File: src/rtl/ram_rr_arbiter.sv
`default_nettype none
// ============================================================================
//  Module   : ram_rr_arbiter
//  Purpose  : Round-robin arbiter feeding one 1-cycle-latency RAM from
//             NUM_PORTS requesters; burst lock compiled in with RAM_ARB_LOCK_EN.
//  Revision : 1.0
// ============================================================================
module ram_rr_arbiter #(
    parameter int NUM_PORTS  = 4,
    parameter int ADDR_WIDTH = 32,
    parameter int DATA_WIDTH = 32,
    parameter int MAX_LOCK   = 8
) (
    input  logic                              clk,
    input  logic                              rst,
    input  logic [NUM_PORTS-1:0]              req_i,
    output logic [NUM_PORTS-1:0]              gnt_o,
    output logic [NUM_PORTS-1:0]              rvalid_o,
    input  logic [NUM_PORTS*ADDR_WIDTH-1:0]   addr_i,
    input  logic [NUM_PORTS-1:0]              we_i,
    input  logic [NUM_PORTS*DATA_WIDTH/8-1:0] be_i,
    input  logic [NUM_PORTS*DATA_WIDTH-1:0]   wdata_i,
    output logic [DATA_WIDTH-1:0]             rdata_o,
`ifdef RAM_ARB_LOCK_EN
    input  logic [NUM_PORTS-1:0]              lock_i,
`endif
    output logic                              ram_en_o,
    output logic [ADDR_WIDTH-1:0]             ram_addr_o,
    output logic                              ram_we_o,
    output logic [DATA_WIDTH/8-1:0]           ram_be_o,
    output logic [DATA_WIDTH-1:0]             ram_wdata_o,
    input  logic [DATA_WIDTH-1:0]             ram_rdata_i
);

    localparam int c_BE_W  = DATA_WIDTH / 8;
    localparam int c_PTR_W = (NUM_PORTS > 1) ? $clog2(NUM_PORTS) : 1;

    logic [c_PTR_W-1:0]   r_ptr;
    logic [c_PTR_W-1:0]   w_ptr_nxt;
    logic [NUM_PORTS-1:0] r_rvalid;

    logic [c_PTR_W-1:0]   w_search_ptr;
    logic [c_PTR_W-1:0]   w_cand;
    logic [NUM_PORTS-1:0] w_rr_gnt;
    logic [c_PTR_W-1:0]   w_rr_idx;
    logic                 w_rr_any;

    logic [NUM_PORTS-1:0] w_gnt;
    logic [c_PTR_W-1:0]   w_gnt_idx;
    logic                 w_gnt_any;

    // First requester at or after the search pointer, wrapping modulo NUM_PORTS.
    always_comb begin
        w_rr_gnt = '0;
        w_rr_idx = '0;
        w_rr_any = 1'b0;
        w_cand   = '0;
        for (int i = 0; i < NUM_PORTS; i++) begin
            w_cand = c_PTR_W'((int'(w_search_ptr) + i) % NUM_PORTS);
            if (!w_rr_any && req_i[w_cand]) begin
                w_rr_any         = 1'b1;
                w_rr_idx         = w_cand;
                w_rr_gnt[w_cand] = 1'b1;
            end
        end
    end

`ifdef RAM_ARB_LOCK_EN
    typedef enum logic [0:0] {
        ST_IDLE   = 1'b0,
        ST_LOCKED = 1'b1
    } state_t;

    state_t             r_state;
    state_t             w_state_nxt;
    logic [c_PTR_W-1:0] r_owner;
    logic [c_PTR_W-1:0] w_owner_nxt;
    logic [c_PTR_W-1:0] w_owner_inc;
    logic [7:0]         r_beats;
    logic [7:0]         w_beats_nxt;
    logic               w_hold;

    assign w_owner_inc  = c_PTR_W'((int'(r_owner) + 1) % NUM_PORTS);
    assign w_hold       = (r_state == ST_LOCKED) && req_i[r_owner];
    // An absent owner releases the lock and the others compete from owner+1.
    assign w_search_ptr = (r_state == ST_LOCKED) ? w_owner_inc : r_ptr;

    always_comb begin
        w_gnt       = w_rr_gnt;
        w_gnt_idx   = w_rr_idx;
        w_gnt_any   = w_rr_any;
        w_state_nxt = ST_IDLE;
        w_owner_nxt = r_owner;
        w_beats_nxt = '0;
        if (w_hold) begin
            w_gnt            = '0;
            w_gnt[r_owner]   = 1'b1;
            w_gnt_idx        = r_owner;
            w_gnt_any        = 1'b1;
            if (lock_i[r_owner] && ({1'b0, r_beats} + 9'd1) < 9'(MAX_LOCK)) begin
                w_state_nxt = ST_LOCKED;
                w_beats_nxt = r_beats + 8'd1;
            end
        end else if (w_rr_any && lock_i[w_rr_idx] && MAX_LOCK > 1) begin
            w_state_nxt = ST_LOCKED;
            w_owner_nxt = w_rr_idx;
            w_beats_nxt = 8'd1;
        end
    end

    always_comb begin
        w_ptr_nxt = r_ptr;
        if (w_gnt_any) begin
            w_ptr_nxt = c_PTR_W'((int'(w_gnt_idx) + 1) % NUM_PORTS);
        end else if (r_state == ST_LOCKED) begin
            w_ptr_nxt = w_owner_inc;
        end
    end

    always_ff @(posedge clk) begin
        if (rst) begin
            r_state <= ST_IDLE;
            r_owner <= '0;
            r_beats <= '0;
        end else begin
            r_state <= w_state_nxt;
            r_owner <= w_owner_nxt;
            r_beats <= w_beats_nxt;
        end
    end
`else
    assign w_search_ptr = r_ptr;
    assign w_gnt        = w_rr_gnt;
    assign w_gnt_idx    = w_rr_idx;
    assign w_gnt_any    = w_rr_any;

    always_comb begin
        w_ptr_nxt = r_ptr;
        if (w_gnt_any) begin
            w_ptr_nxt = c_PTR_W'((int'(w_gnt_idx) + 1) % NUM_PORTS);
        end
    end
`endif

    // Granted port's command to the RAM; all zero when nothing is granted.
    always_comb begin
        ram_addr_o  = '0;
        ram_we_o    = 1'b0;
        ram_be_o    = '0;
        ram_wdata_o = '0;
        for (int k = 0; k < NUM_PORTS; k++) begin
            if (w_gnt[k]) begin
                ram_addr_o  = addr_i[k*ADDR_WIDTH +: ADDR_WIDTH];
                ram_we_o    = we_i[k];
                ram_be_o    = be_i[k*c_BE_W +: c_BE_W];
                ram_wdata_o = wdata_i[k*DATA_WIDTH +: DATA_WIDTH];
            end
        end
    end

    assign ram_en_o = w_gnt_any;
    assign gnt_o    = w_gnt;
    assign rvalid_o = r_rvalid;
    assign rdata_o  = ram_rdata_i;

    always_ff @(posedge clk) begin
        if (rst) begin
            r_ptr    <= '0;
            r_rvalid <= '0;
        end else begin
            r_ptr    <= w_ptr_nxt;
            r_rvalid <= w_gnt;
        end
    end

endmodule
`default_nettype wire

File: config.mk
export PLATFORM = sky130hd
export DESIGN_NAME = ram_rr_arbiter
export DESIGN_NICKNAME = d
export VERILOG_FILES = /design/src/rtl/ram_rr_arbiter.sv
export SDC_FILE = /design/constraint.sdc
export NUM_CORES = 1
export LEC_CHECK = 0
export ABC_AREA = 1
export BUFFER_PORTS_ARGS = -buffer_cell sky130_fd_sc_hd__buf_2
export CAP_MARGIN = 20
export CELL_PAD_IN_SITES_DETAIL_PLACEMENT = 1
export CELL_PAD_IN_SITES_GLOBAL_PLACEMENT = 1
export CORE_AREA = 2 2 165 167
export CTS_CLUSTER_SIZE = 28
export DETAILED_ROUTE_END_ITERATION = 16
export DIE_AREA = 0 0 167 169
export PLACE_DENSITY = 0.71
export RECOVER_POWER = 50
export SYNTH_ARGS = -nofsm -noshare
export SYNTH_HDL_FRONTEND = slang
export SYNTH_SLANG_ARGS = --single-unit
File: constraint.sdc
create_clock -name clk -period 2.4 [get_ports clk]
set_clock_uncertainty 0.05 [all_clocks]
set_input_delay 0.12 -clock clk [delete_from_list [all_inputs] [get_ports clk]]
set_output_delay 0.12 -clock clk [all_outputs]
set_load 0.01 [all_outputs]
# ---- Word level (Yosys, flattened, before mapping)
# Cells that the tools add are included.
dict set report totals {
  output_inout_bits 110
  in_bits 314
  elab_cells 71
  regBits 6
}
dict set report op_classes {
  reduce_logical 10
  muxes 44
  bitwise_logic 3
  n_addsub 4
  n_lt_le_gt_ge 8
}
# op n
set op_table {}
lappend op_table {{two-way mux 32 bit} 8}
lappend op_table {{two-way mux 4 bit} 8}
lappend op_table {{two-way mux 1 bit} 16}
lappend op_table {{less-than comparator 2 x 3 -> 1 bit (second input constant)} 4}
lappend op_table {{bitwise OR 4 bit} 3}
lappend op_table {{binary-select mux 1 bit (select 2 bit)} 4}
lappend op_table {{demux 1 bit (select 2 bit)} 4}
lappend op_table {{greater-or-equal comparator 2 x 1 -> 1 bit (second input constant)} 4}
lappend op_table {{two-way mux 2 bit} 4}
lappend op_table {{logical AND 1 bit} 7}
lappend op_table {{adder 2 x 1 -> 2 bit (second input constant)} 2}
lappend op_table {{adder 2 bit (second input constant)} 2}
lappend op_table {{logical NOT 1 bit} 3}

# ---- Logic depth before layout (Yosys ltp)
# Gate-level depths: netlist of the first run.
dict set report depth {
  depth_word 16
  depth_mapped 15
  mapped_depth_nobuf 14
}

# ---- Least setup slack after synthesis of the first run
# OpenSTA, ideal clock, no wires.
dict set report synth_path {
  path_type {register to output}
  start {reg r_ptr[0]}
  end {out ram_addr_o[22]}
  arrival_ns 2.147
  path_buffers 2
  path_stages_with_launch 16
  slack_ns 0.083
  cell_sequence {dfxtp_1 > inv_2 > ha_1 > inv_1 > nand2_1 > nand2_2 > nor2_8 > nand3_1 > inv_1 > nand2_1 > nand3_2 > buf_4 > buf_2 > a21oi_1 > nand2_1 > nand2_1}
}
dict set report synth_via {
  elab_chain_len 16
  word_cells_on_any_way 51
  classes_between {add/sub: 3; order compare: 8; mux: 27; bitwise: 3; reduce/logical: 10}
}
# item line_no
set synth_rtl {}
lappend synth_rtl {{start: declaration} 38} ;# logic [c_PTR_W-1:0] r_ptr;
lappend synth_rtl {{start signal: assignment} 171} ;# r_ptr <= w_ptr_nxt;
lappend synth_rtl {{parallel branches: the longest is 11 deep, another holds less-than comparator 2 x 3 -> 1 bit} --}
lappend synth_rtl {{two-way mux 4 bit (*)} 60} ;# if (!w_rr_any && req_i[w_cand]) begin
lappend synth_rtl {{two-way mux 32 bit (3 in series)} 152} ;# if (w_gnt[k]) begin
lappend synth_rtl {{two-way mux 32 bit (*)} 152}
lappend synth_rtl {{end: declaration} 28} ;# output logic [ADDR_WIDTH-1:0] ram_addr_o,
# Every way passes the cells marked *. The select of a mux whose other input is x is not followed.

# ---- Worst setup path in the final report of the first run
dict set report layout_path {
  start {reg r_ptr[0]}
  end {out ram_addr_o[20]}
}
# The elaborated chain is that of the path after synthesis.

==> results of run 1 <==
[sequential cells by signal (all words and copies together) (netlist names)]
register / count
r_ptr: 2
rvalid_o: 4
[final timing paths]
| check | end | startpoint | cells after the start |
|---|---|---|---|
| max | ram_addr_o[20] | r_ptr[0] | 14 |
| min | r_ptr[0] | rst | 2 |
| max reg2reg | rvalid_o[1] | r_ptr[0] | 11 |
| min reg2reg | r_ptr[1] | r_ptr[1] | 3 |
[cells in the mapped netlist]
cell                         n  share of area [%]
sky130_fd_sc_hd__clkbuf_1    5               0.54
sky130_fd_sc_hd__a21boi_0    2               0.43
sky130_fd_sc_hd__nand3_2     5                1.4
sky130_fd_sc_hd__nor3_2      1               0.29
sky130_fd_sc_hd__dfxtp_1     6                3.4
sky130_fd_sc_hd__inv_2       2               0.22
sky130_fd_sc_hd__nor2_8      1               0.57
sky130_fd_sc_hd__a21oi_2     1               0.25
sky130_fd_sc_hd__ha_1        7                2.5
sky130_fd_sc_hd__a21oi_1   139                 20
sky130_fd_sc_hd__nor2_2      1               0.18
sky130_fd_sc_hd__buf_6       2               0.64
sky130_fd_sc_hd__nand2_2     2               0.36
sky130_fd_sc_hd__a21boi_1    2               0.43
sky130_fd_sc_hd__nand2_4     1               0.32
sky130_fd_sc_hd__nand3_1    80                 11
sky130_fd_sc_hd__inv_1      83                8.9
sky130_fd_sc_hd__nand2_1   314                 34
sky130_fd_sc_hd__buf_4      34                7.3
sky130_fd_sc_hd__nand4_1     3               0.54
sky130_fd_sc_hd__o21ai_0     1               0.14
sky130_fd_sc_hd__nor2_1      1               0.11
sky130_fd_sc_hd__buf_2      42                6.0
sky130_fd_sc_hd__a22oi_1     1               0.22
[area by class of cell]
cell class | count | area (um2) | share of cell area (%)
multi-input combinational | 562 | 2950 | 41.3
sequential | 6 | 125 | 1.75
timing repair buffer | 460 | 3230 | 45.3
clock buffer | 3 | 75.1 | 1.05
tap | 341 | 427 | 5.98
inverter | 85 | 332 | 4.65
[worst max-delay path, cell delays in order (launching register included)]
cell                       delay (ps)
sky130_fd_sc_hd__dfxtp_4          350
sky130_fd_sc_hd__inv_4             40
sky130_fd_sc_hd__ha_4             290
sky130_fd_sc_hd__nand3_1          120
sky130_fd_sc_hd__nand2_2          110
sky130_fd_sc_hd__nor2_4            60
sky130_fd_sc_hd__a21boi_2         190
sky130_fd_sc_hd__nand3_4          160
sky130_fd_sc_hd__buf_6            170
sky130_fd_sc_hd__buf_16           160
sky130_fd_sc_hd__a21oi_1          200
sky130_fd_sc_hd__nand2_1          110
sky130_fd_sc_hd__nand2_1           70
sky130_fd_sc_hd__nand2_1           40
sky130_fd_sc_hd__buf_2            130
[metal layers]
metal,GRT usage (%),vias to the layer above
li1,-,3062
met1,17.3,2949
met2,28.6,305
met3,1.96,69
met4,5.66,0
met5,0,-
[kinds of logic (layout without fill, tap and decap cells)]
family / count (synthesis) / in the layout
DFF: 6 / 6
AOI/OAI and AO/OA: 146 / 146
and+or+nand+nor: 409 / 409
adders and majority gates: 7 / 7
buffers and inverters: 168 / 548
[power by group through the flow]
stage | clock network, mW | registers [mW] | logic [mW]
4_1_cts | 0.279 | 0.169 | 15.1
2_1_floorplan | 0 | 0.203 | 7.30
3_3_place_gp | 0 | 0.163 | 12.5
5_1_grt | 0.284 | 0.180 | 18.6
6_report | 0.272 | 0.176 | 17.1
3_5_place_dp | 0 | 0.164 | 12.8
[per-stage QoR]
stage	instance area [um2]	setup TNS (ps)	setup slack (ps)	power, mW	hold slack, ps
final	7130	-10440	-221	17.5	16.2
after global routing	7130	-21090	-363	19.0	24.7
after CTS	6580	-6340	-148	15.5	12.7
after detailed placement	5870	-937	-71.3	13.0	190
after global placement	5870	-74.2	-66.4	12.7	190
after floorplan	3490	0	82.9	7.51	142
[timing repair]
action | 4_1_cts | 5_1_grt
buffers inserted | 9 | 7
endpoints found under the setup margin | 70 | 72
resized for setup | 87 | 60
gates cloned | 8 | 13
pin swaps | 14 | 41
==> impl_summary.log, run 1 <==
[metrics] number of antenna cells inserted: 0
[metrics] count of H-tree levels built during CTS: 1
[metrics] sum of routed wire segments on met1: between 10,000 and 15,000 um
[metrics] post-synthesis sequential area ratio: about 3.4%
[metrics] initial standard-cell utilization of the core: 13.2%
[metrics] post-synth net total: between 1,000 and 1,500
[metrics] simple-gate area share of the yosys netlist: a little under 50%
[metrics] number of cell rows: 60
[metrics] number of search-and-repair iterations in the first detailed-routing pass: 6
[metrics] WS Path Type: reg -> out
[metrics] maximum number of pins on one net before global-route repair: 36
[metrics] share of post-route cells with drive strength above 1: between 50% and 60%
[metrics] Final Slew Violations: 0
[metrics] root buffer selected by CTS: sky130_fd_sc_hd__clkbuf_16
[metrics] hold-fix buffers at CTS: 0
[metrics] synth-to-layout area growth: 104%
[metrics] synthesized-area fraction occupied by ao, oa, aoi and oai cells: between 20% and 30%
[metrics] nets: 1,439
[metrics] required time of the worst setup path: ~2200 ps
[metrics] overall via count from detail_route: 6,385
[metrics] arrival time reported for the critical path endpoint: around 2500 ps
[metrics] combinational family with the most area after synthesis: simple AND/OR/NAND/NOR gates
[metrics] LEAKAGE: 4.21 nW
[metrics] mean instance size in the synthesized netlist: about 4.7 um2
[metrics] Internal Dissipation: between 7 and 8 mW
[metrics] failing checks: negative setup slack
[metrics] Clock Power Share: under 10%
[metrics] crit share post-route: 109%
[metrics] placed cell count: 1,419
[metrics] reg-to-reg setup timing slack: roughly 400 ps
[metrics] Final setup viols: 69
[metrics] share of power burned in registers: roughly 1%
[metrics] final-layout fill cell count: 3,457
[metrics] time the final worst path needs with I/O delays and setup: about 2600 ps
[metrics] uppermost routed layer: met4
[metrics] maximum capacitance violations: 0
[metrics] Routed met2 length: 12,900 um
[metrics] residual DRC count: 0
[metrics] I/O pin total: 424
[metrics] portion of netlist area occupied by mux cells: 0%
[metrics] worst hold-check path type: in -> reg
[metrics] setup slack after layout: -221 ps
[metrics] peak ir drop on the vdd network: ~970 uV
[metrics] number of buffers created by CTS: 3
[metrics] maximum root-to-sink buffer count: 2
[metrics] number of DRC violations after detailed-routing iteration 0: 228
[metrics] Switching Share: 54.4%
[metrics] Wirelength per Cell: about 18 um
[metrics] overall die area: between 0.02 and 0.03 mm2
[metrics] overall routed net length: 26,100 um
[metrics] horizontal extent of the die: 167 um
[metrics] Post-Synthesis Cell Area: roughly 0.0035 mm2
[metrics] remaining number of nets flagged by the antenna check after routing: 0
[metrics] flop and latch count out of synthesis: 6
[metrics] result of the run: finished with violations
[metrics] clock latency at the later pin of the worst-skew pair: between 200 and 250 ps
[metrics] core area: approximately 0.027 mm2
[metrics] most used cells in the layout excluding fill and tap cells: sky130_fd_sc_hd__buf_2 (352), sky130_fd_sc_hd__nand2_1 (294), sky130_fd_sc_hd__a21oi_1 (108), sky130_fd_sc_hd__inv_1 (80), sky130_fd_sc_hd__nand3_1 (56)
[metrics] clock transition at the registers of the reported paths: 30 ps
[metrics] antenna violations before repair: 0
[metrics] yosys synthesis warning count: 0
[metrics] Sw Pwr: 9.54 mW
[metrics] post-route insts no fill: around 1,500
[metrics] tightest slew margin relative to the limit: between 80% and 90%
[metrics] number of buffers inserted by port buffering: 359
[metrics] routability congestion estimate from global placement: 0.823
[metrics] global-route wire length before repair: about 34,000 um
[metrics] number of distinct library cells after synthesis: 24
[metrics] CP Capture Type: output port
[metrics] unrepaired setup endpoints after global routing: yes
[metrics] arithmetic-cell share of the synthesized area counting full adders, half adders and majority gates: around 2.5%
[metrics] maximum clock frequency: between 300 and 400 MHz
[metrics] crit path max fanout: 18
[metrics] placed wire-length estimate: roughly 17,000 um
[metrics] cells after synthesis: approximately 740
[metrics] combinational power share: a little over nine tenths
[metrics] vias in the first global route: approximately 6,400
[metrics] sinks on the clock net: 6
[metrics] commonest non-fill, non-tap cell in the layout: sky130_fd_sc_hd__buf_2
[metrics] Core Util, Final: 26.9%
[metrics] total global routing overflow: 0
[metrics] final hold violations: 0
[metrics] vias per cell: between 4 and 5
[metrics] startpoint kind of the worst setup timing path: flip-flop
[metrics] total routing usage reported by global routing: between 10% and 20%
[metrics] die span in y: around 170 um
[metrics] met3 wire length: ~1600 um
[metrics] post-synthesis share of cell area spent on xor and xnor gates: 0%
[metrics] power density normalized to cell area: 2460 mW/mm2
[metrics] transition at the pin with the smallest max-transition slack: approximately 280 ps
[metrics] clock tree from TritonCTS: built
(Power assumes the default switching activity.)
==> inputs of run 2 (changes only) <==
- CTS_BUF_LIST: not set -> sky130_fd_sc_hd__clkbuf_4
==> run 2 against run 1 <==
Effect of this change: register-to-register slack worse by 30 ps; total power down 0.18%; the flow still finishes with violations (negative setup slack); die area unchanged; critical path depth grew 2; critical path type unchanged; flip-flop and latch count did not move; via count is 0.41% higher; routed wire length fell by 1.9%; worst hold slack improved by 170 ps.
==> impl_summary.log, run 2 (same netlist as run 1, synthesis figures left out) <==
[metrics] max FFs per register: 4 (unchanged)
[metrics] Switching Share: 54.1% (-0.34 points)
[metrics] residual DRC count: 0 (unchanged)
[metrics] clock transition at the registers of the reported paths: 50 ps (+20 ps)
[metrics] routability congestion estimate from global placement: 0.823 (unchanged)
[metrics] LEAKAGE: 4.24 nW (+0.71%)
[metrics] total routing usage reported by global routing: 15.4% (+0.27 points)
[metrics] number of search-and-repair iterations in the first detailed-routing pass: 6 (unchanged)
[metrics] depth of the worst hold-timing path: 0 (-2)
[metrics] share of power burned in registers: 1.0% (about the same)
[metrics] die span in y: 169 um (unchanged)
[metrics] clock latency at the later pin of the worst-skew pair: 250 ps (+20 ps)
[metrics] nets: 1,448 (+0.63%)
[metrics] failing checks: negative setup slack
[metrics] number of antenna cells inserted: 0 (unchanged)
[metrics] crit path max fanout: 8 (-10)
[metrics] number of buffers inserted by port buffering: 359 (unchanged)
[metrics] sinks on the clock net: 6 (unchanged)
[metrics] clock tree from TritonCTS: built
[metrics] synth-to-layout area growth: 106%
[metrics] result of the run: finished with violations
[metrics] CP Capture Type: output port
[metrics] combinational power share: 98.5% (+1.1 points)
[metrics] placed cell count: 1,419 (unchanged)
[metrics] most used cells in the layout excluding fill and tap cells: sky130_fd_sc_hd__buf_2 (349), sky130_fd_sc_hd__nand2_1 (285), sky130_fd_sc_hd__a21oi_1 (109), sky130_fd_sc_hd__inv_1 (80), sky130_fd_sc_hd__nand3_1 (60)
[metrics] I/O pin total: 424 (unchanged)
[metrics] Wirelength per Cell: 17.4 um (-2.5%)
[metrics] antenna violations before repair: 0 (unchanged)
[metrics] vias per cell: 4.37 (-0.21%)
[metrics] Core Util, Final: 27.1% (+0.19 points)
[metrics] crit share post-route: 110% (+0.86 points)
[metrics] transition at the pin with the smallest max-transition slack: 293 ps (+14.3 ps)
[metrics] overall die area: 0.0282 mm2 (unchanged)
[metrics] Final setup viols: 70 (+1.4%)
[metrics] post-route insts no fill: 1,466 (+0.62%)
[metrics] placed wire-length estimate: 17,000 um (unchanged)
[metrics] count of H-tree levels built during CTS: 1 (unchanged)
[metrics] Final Slew Violations: 0 (unchanged)
[metrics] arrival time reported for the critical path endpoint: 2470 ps (+20 ps)
[metrics] start point of the worst hold path: ram_rdata_i[24]
[metrics] Non-Filler Cell Area, Final: 0.00719 mm2 (+0.72%)
[metrics] worst hold-check path type: in -> out
[metrics] maximum capacitance violations: 0 (unchanged)
[metrics] Clock Power Share: 0.6% (-1.0 points)
[metrics] maximum clock frequency: 378 MHz (-0.78%)
[metrics] overall routed net length: 25,600 um (-1.9%)
[metrics] number of DRC violations after detailed-routing iteration 0: 300 (+32%)
[metrics] root buffer selected by CTS: sky130_fd_sc_hd__clkbuf_4
[metrics] startpoint kind of the worst setup timing path: flip-flop
[metrics] initial standard-cell utilization of the core: 13.2% (unchanged)
[metrics] number of cell rows: 60 (unchanged)
[metrics] commonest non-fill, non-tap cell in the layout: sky130_fd_sc_hd__buf_2
[metrics] maximum number of pins on one net before global-route repair: 36 (unchanged)
[metrics] peak ir drop on the vdd network: 1030 uV (+6.3%)
[metrics] global-route wire length before repair: 34,700 um (+1.9%)
[metrics] cell area reported after detailed placement: 0.00587 mm2 (unchanged)
[metrics] required time of the worst setup path: 2230 ps (about the same)
[metrics] Internal Dissipation: 8.04 mW (+0.56%)
[metrics] cell depth of the worst flop-to-flop path: 12 (+1)
[metrics] total global routing overflow: 0 (unchanged)
[metrics] capture instance of the worst register-to-register path: rvalid_o[3]
[metrics] final hold violations: 0 (unchanged)
[metrics] horizontal extent of the die: 167 um (unchanged)
[metrics] tightest slew margin relative to the limit: 80.3% (-0.96 points)
[metrics] smallest hold slack: 190 ps (+174 ps)
[metrics] remaining number of nets flagged by the antenna check after routing: 0 (unchanged)
[metrics] launch point of the worst reg-to-reg path: r_ptr[0]
[metrics] number of buffers created by CTS: 3 (unchanged)
[metrics] Hold Path End: rdata_o[24]
[metrics] vias in the first global route: 6,538 (+1.4%)
[metrics] share of post-route cells with drive strength above 1: 51.0% (+0.75 points)
[metrics] overall via count from detail_route: 6,411 (+0.41%)
[metrics] unrepaired setup endpoints after global routing: yes
[metrics] power density normalized to cell area: 2440 mW/mm2 (-0.89%)
[metrics] Worst Setup Slack post-DPL: -71.3 ps (unchanged)
[metrics] core area: 0.0265 mm2 (unchanged)
[metrics] Sw Pwr: 9.47 mW (-0.79%)
[metrics] reg-to-reg setup timing slack: 370 ps (-30 ps)
[metrics] setup slack after layout: -242 ps (-20.7 ps)
[metrics] time the final worst path needs with I/O delays and setup: 2640 ps (+20.7 ps)
[metrics] maximum root-to-sink buffer count: 2 (unchanged)
[metrics] WS Path Type: reg -> out
## run 2: critical path, stage by stage, from the launching register on
cell                      delay, ps
sky130_fd_sc_hd__dfxtp_2        340
sky130_fd_sc_hd__inv_2           60
sky130_fd_sc_hd__ha_4           300
sky130_fd_sc_hd__inv_4           50
sky130_fd_sc_hd__nand2_1        110
sky130_fd_sc_hd__nand2_2        120
sky130_fd_sc_hd__buf_4          160
sky130_fd_sc_hd__nand4_1        130
sky130_fd_sc_hd__nand3_4        140
sky130_fd_sc_hd__buf_12         170
sky130_fd_sc_hd__buf_12         140
sky130_fd_sc_hd__buf_6          120
sky130_fd_sc_hd__nand3_2         70
sky130_fd_sc_hd__nand2_2         60
sky130_fd_sc_hd__nand2_2         80
sky130_fd_sc_hd__nand2_2         60
sky130_fd_sc_hd__buf_6          120
## run 2: final cells by class
| cell class | count | area (um2) |
|---|---|---|
| Inverter | 85 | 324 |
| Timing Repair Buffer | 469 | 3320 |
| Multi-Input combinational cell | 562 | 2970 |
| Sequential cell | 6 | 123 |
| Tap cell | 341 | 427 |
| Clock buffer | 3 | 22.5 |
| Fill cell | 3457 | 19300 |
## run 2: what timing repair did
action,in CTS,in global routing
hold buffers,1,0
buffers inserted,13,13
endpoints found under the setup margin,71,72
resized for setup,89,67
gates cloned,11,7
pin swaps,20,38
endpoints found under the hold margin,1,0
## run 2: through the flow
step	total power, mW	TNS [ps]
after floorplan	7.51	0
final	17.5	-12550
after global placement	12.7	-74.2
after global routing	19.0	-24440
after CTS	15.8	-8170
after detailed placement	13.0	-937
## run 2: worst max-delay path by stage
stage	from	cells past startpoint	to	slack (ps)
final	r_ptr[0]	16	ram_addr_o[20]	-240
after global routing	r_ptr[0]	17	ram_addr_o[4]	-410
after CTS	r_ptr[0]	15	ram_wdata_o[2]	-150
after detailed placement	r_ptr[1]	15	ram_addr_o[30]	-70
after global placement	r_ptr[0]	14	ram_wdata_o[2]	-70
after floorplan	r_ptr[0]	15	ram_addr_o[22]	80
## run 2: per-layer routing
| metal | part of all wire (%) | GRT usage [%] | up-vias | routed length (um) |
|---|---|---|---|---|
| met2 | 51 | 29.8 | 294 | 13100 |
| met5 | 0 | 0 | - | 0 |
| li1 | - | - | 3092 | - |
| met1 | 39 | 17.9 | 2965 | 9980 |
| met4 | 3.3 | 4.57 | 0 | 843 |
| met3 | 6.4 | 1.38 | 60 | 1650 |
## run 2: power by group through the flow
stage	Sequential [mW]	Combinational (mW)	Clock, mW
after CTS	0.167	15.5	0.0993
after floorplan	0.203	7.30	0
after global placement	0.163	12.5	0
final	0.169	17.2	0.0968
after detailed placement	0.164	12.8	0
after global routing	0.173	18.7	0.108
